===== config.mk =====
export PLATFORM = sky130hd
export DESIGN_NAME = sweep_ctrl
export DESIGN_NICKNAME = d
export VERILOG_FILES = /design/src/rtl/sweep_pkg.sv /design/src/rtl/sweep_limit_cmp.sv /design/src/rtl/sweep_ctrl.sv
export SDC_FILE = /design/constraint.sdc
export NUM_CORES = 1
export LEC_CHECK = 0
export ABC_AREA = 1
export BUFFER_PORTS_ARGS = -buffer_cell sky130_fd_sc_hd__buf_2
export CORE_MARGIN = 1.5
export CORE_UTILIZATION = 45
export DETAILED_ROUTE_END_ITERATION = 16
export HOLD_SLACK_MARGIN = 0.06
export PLACE_DENSITY = 0.77
export SYNTH_ARGS = -nofsm -noshare
export SYNTH_HDL_FRONTEND = slang
export SYNTH_SLANG_ARGS = --single-unit

===== constraint.sdc =====
create_clock -name clk -period 3.5 [get_ports clk]
set_input_delay 0.7 -clock clk [delete_from_list [all_inputs] [get_ports clk]]
set_output_delay 0.7 -clock clk [all_outputs]
set_load 0.05 [all_outputs]

===== src/rtl/sweep_pkg.sv =====
// rtl/sweep_pkg.sv - shared types and defaults for the sweep controller
package sweep_pkg;

   // Default data/count/limit width
   localparam int WIDTH_DEF = 8;

   // Controller states: IDLE parks the counter, UP/DOWN let it step
   typedef enum logic [1:0] {
      IDLE = 2'd0,
      UP   = 2'd1,
      DOWN = 2'd2
   } state_t;

endpackage


===== src/rtl/sweep_limit_cmp.sv =====
// rtl/sweep_limit_cmp.sv - turn-around detectors one step before each bound
module sweep_limit_cmp
   import sweep_pkg::*;
#(
   parameter int WIDTH = WIDTH_DEF
) (
   input  logic [WIDTH-1:0] count,
   input  logic [WIDTH-1:0] lo_l,
   input  logic [WIDTH-1:0] hi_l,
   output logic             at_top,
   output logic             at_bottom
);

   // Flag one step early so the state change coincides with the counter
   // landing on the bound; lo_l < hi_l keeps both adjustments from wrapping.
   assign at_top    = (count == (hi_l - WIDTH'(1)));
   assign at_bottom = (count == (lo_l + WIDTH'(1)));

endmodule


===== src/rtl/sweep_ctrl.sv =====
// rtl/sweep_ctrl.sv - triangle sweep controller for an external up/down counter
module sweep_ctrl
   import sweep_pkg::*;
#(
   parameter int WIDTH = WIDTH_DEF
) (
   input  logic             clk,
   input  logic             rst,
   input  logic             start,
   input  logic             stop,
   input  logic [WIDTH-1:0] lo_lim,
   input  logic [WIDTH-1:0] hi_lim,
   input  logic [3:0]       n_sweeps,
   input  logic [WIDTH-1:0] count,
   output logic             load,
   output logic             u_d,
   output logic [WIDTH-1:0] data,
   output logic             busy,
   output logic             done,
   output logic             err,
   output logic [3:0]       sweep_cnt
);

   state_t           state, state_n;
   logic [WIDTH-1:0] lo_l, hi_l;
   logic [3:0]       n_l;
   logic             at_top, at_bottom;
   logic             accept, reject, sweep_end, run_end;

   sweep_limit_cmp #(.WIDTH(WIDTH)) u_cmp (
      .count     (count),
      .lo_l      (lo_l),
      .hi_l      (hi_l),
      .at_top    (at_top),
      .at_bottom (at_bottom)
   );

   // Counter controls decode straight from the state register, so a state
   // change reaches load/u_d with no extra cycle and without glitches.
   assign load = (state == IDLE);
   assign u_d  = (state == UP);
   assign data = lo_l;
   assign busy = (state != IDLE);

   // Next-state and event decode; stop outranks everything but reset
   always_comb begin
      state_n   = state;
      accept    = 1'b0;
      reject    = 1'b0;
      sweep_end = 1'b0;
      run_end   = 1'b0;
      case (state)
         IDLE: begin
            if (!stop && start) begin
               if (lo_lim < hi_lim) begin
                  accept  = 1'b1;
                  state_n = UP;
               end else begin
                  reject = 1'b1;
               end
            end
         end
         UP: begin
            if (stop)
               state_n = IDLE;
            else if (at_top)
               state_n = DOWN;
         end
         DOWN: begin
            if (stop) begin
               state_n = IDLE;
            end else if (at_bottom) begin
               sweep_end = 1'b1;
               if ((n_l != 4'd0) && ((sweep_cnt + 4'd1) == n_l)) begin
                  run_end = 1'b1;
                  state_n = IDLE;
               end else begin
                  state_n = UP;
               end
            end
         end
         default: state_n = IDLE;
      endcase
   end

   // State, latched run parameters, sweep counter and one-cycle pulses
   always_ff @(posedge clk) begin
      if (!rst) begin
         state     <= IDLE;
         lo_l      <= '0;
         hi_l      <= '0;
         n_l       <= 4'd0;
         sweep_cnt <= 4'd0;
         done      <= 1'b0;
         err       <= 1'b0;
      end else begin
         state <= state_n;
         done  <= run_end;
         err   <= reject;
         if (accept) begin
            lo_l      <= lo_lim;
            hi_l      <= hi_lim;
            n_l       <= n_sweeps;
            sweep_cnt <= 4'd0;
         end else if (sweep_end) begin
            sweep_cnt <= sweep_cnt + 4'd1;
         end
      end
   end

endmodule


==> impl_metrics.ini <==
[grt]
grt.met1_usage = 0.268
antenna_found_initial = 0
gr-usage-met2 = 0.335
grt_pass1_vias = 1744
overflow = 0
grt_use_met3 = 0.0276
grt_first_pass_wirelength_mm = 7.25
grt.busiest_layer = met2
grt_max_degree = 42
grtUsageTotal = 0.202

[cts]
cts-root-buf = clkbuf_8
path_clk_slew_ns = 0.10
clk_path_buf_depth = 2
ctsResizeCount = 0
postCtsHoldBufs = 0
postCtsSetupRepairBufs = 0
cts_tree = yes
numClockSinks = 28
clkLatencyLatePin_ns = 0.28
htreeDepth = 1
cts_made_buffers = 3

[run]
cap_violations = 0

[logic_synthesis]
synth_area_um2 = 1940
synth-main-ff-cell = dfxtp_1
synth_seq_cells = 28
ys_async_sr_fraction = 0
synth_edf_count = 0
synth_cells = 312
yosysUniqueCellTypes = 25
ys_seq_area_frac = 0.290
syn_avg_cell_area_um2 = 6.20
syn_nets = 354
synth-warning-count = 0

[routing]
drc = 0
antenna_left = 0
vias = 1976
dr.first_iter.drc_count = 103
vias_per_cell = 4.84
routed_wl_mm = 4.44
wl_per_cell_um = 10.9
drt_first_pass_iters = 4

[power_and_ir_drop]
p_leak_nw = 1.23
peakVddDrop_uv = 164
powerDensity_nw_per_um2 = 371

[worst_setup_path]
cp_num_buf_inv = 2
r2r-end = data[5]
worstPathRequired_ns = 3.65
reg2reg_setup_slack_ns = 1.56
cp_data_arrival_time_ns = 2.66
r2r_start = state[1]
reg2regPathDepth = 4
cp_max_fo = 41
crit_path_cell_trace = buf_2, ha_1, a21oi_1, o21ai_1, nand2_1, nand2_1, inv_1, nand3_2, o21ai_0, a21oi_1
slowest_delay_ns = 0.52
end_kind = flip-flop
path_delay_family = compound AO/OA/AOI/OAI gates
start_kind = primary input
crit_path_top_delay_cell = nand3_2
worstSetupPathType = primary input to flip-flop

[outcome]
status = finished clean

[final_layout]
drive_gt1_frac = 0.173
layout_common_cells = 83 x nand2_1, 54 x inv_1, 48 x buf_2
antenna_cells = 0
fin_nets = 401
area_delta_synth_final_pct = 17.3
layout_commonest_cell = nand2_1
stdcell_count = 408
utilization = 0.559

[hold_path]
hold_path_end = n_l[3]
hp-class = flip-flop to flip-flop
whs_path_depth = 2
min-delay-start = n_l[3]

[floorplanning]
die_area_um2 = 4700
fp.dieW_um = 68.6
coreArea_um2 = 4060
start_util = 0.477
die_h_um = 68.6
ioPinCount = 49
rows = 23

[sta]
slew_violations = 0
grt_setup_unrepaired = no
setup_viol = 0
skew_ns = 0.00174
setup_ws_ns = 0.988
fin_crit_sh = 0.718
fmax_mhz = 398
final.setup.tns_ns = 0
relSlewSlack = 0.549
period_needed_ns = 2.51
finalHoldViolations = 0
tightest_slew_ns = 0.675

[placed_design]
dp_cells = 404
gp_congestion = 0.894
dp_hpwl_mm = 3.56
pre_cts_ws_ns = 0.711
port_buffers = 48
## cells by family after synthesis
kind of cell | share of synthesized area
AO/OA/AOI/OAI | 0.139
buffers and inverters | 0.120
flip-flops | 0.290
AND/OR/NAND/NOR | 0.333
adder cells (fa/ha/maj) | 0.0646
XOR/XNOR | 0.0543
## through the flow
stage,cell area (um2),total power [mW],hold slack (ns)
global placement,2210,0.637,0.460
CTS,2270,0.847,0.471
floorplan,1940,0.573,0.441
detailed placement,2210,0.643,0.457
global route,2270,0.898,0.506
finish,2270,0.843,0.469
## report_power, final
group / switching, mW / leakage (nW) / internal (mW) / total [mW]
clock network: 0.106 / 0.0288 / 0.101 / 0.207
logic: 0.184 / 0.975 / 0.0910 / 0.275
registers: 0.0217 / 0.228 / 0.340 / 0.362
## worst max-delay path by stage
stage          slack [ns]  cells past startpoint  endpoint       from
2_1_floorplan        1.20                      2      busy   state[1]
3_3_place_gp         0.77                     10   data[5]  lo_lim[3]
3_5_place_dp         0.71                     10   data[5]  lo_lim[3]
4_1_cts              1.01                     10   data[5]  lo_lim[3]
5_1_grt              0.75                     10   data[0]  lo_lim[3]
6_report             0.99                     10   data[5]  lo_lim[3]
## layer usage
layer,vias up,share of wire
met2,31,0.46
met4,0,0.011
met5,-,0
met1,860,0.50
li1,1080,-
met3,5,0.034
## tightest hold or removal path: cells and delay by family, from the launching register on
family	cells	cell delay [ns]
DFF	1	0.32
buffers and inverters	1	0.06
AOI/OAI and AO/OA	1	0.05
## registers in the layout (all words and copies together) (netlist names)
name / count
data: 8
hi_l: 8
n_l: 4
sweep_cnt: 4
state: 2
done: 1
err: 1
## cells in the mapped netlist, drive strengths merged, types with 4 or more instances
| library cell | instances | area, um2 |
|---|---|---|
| clkbuf | 4 | 15.0 |
| a21oi | 29 | 145 |
| nand3 | 26 | 140 |
| ha | 10 | 125 |
| dfxtp | 28 | 561 |
| o21ai | 22 | 110 |
| xor2 | 7 | 61.3 |
| xnor2 | 5 | 43.8 |
| nor2 | 25 | 101 |
| nand2 | 87 | 342 |
| nand4 | 4 | 25.0 |
| inv | 54 | 203 |
## final cells by class
| type | instances | area [um2] |
|---|---|---|
| Tap cell | 50 | 62.6 |
| Inverter | 55 | 208 |
| Multi-Input combinational cell | 223 | 1140 |
| Timing Repair Buffer | 48 | 240 |
| Clock buffer | 4 | 55.1 |
| Sequential cell | 28 | 561 |
| Fill cell | 410 | 1790 |
Power figures use the tool's default switching activity.
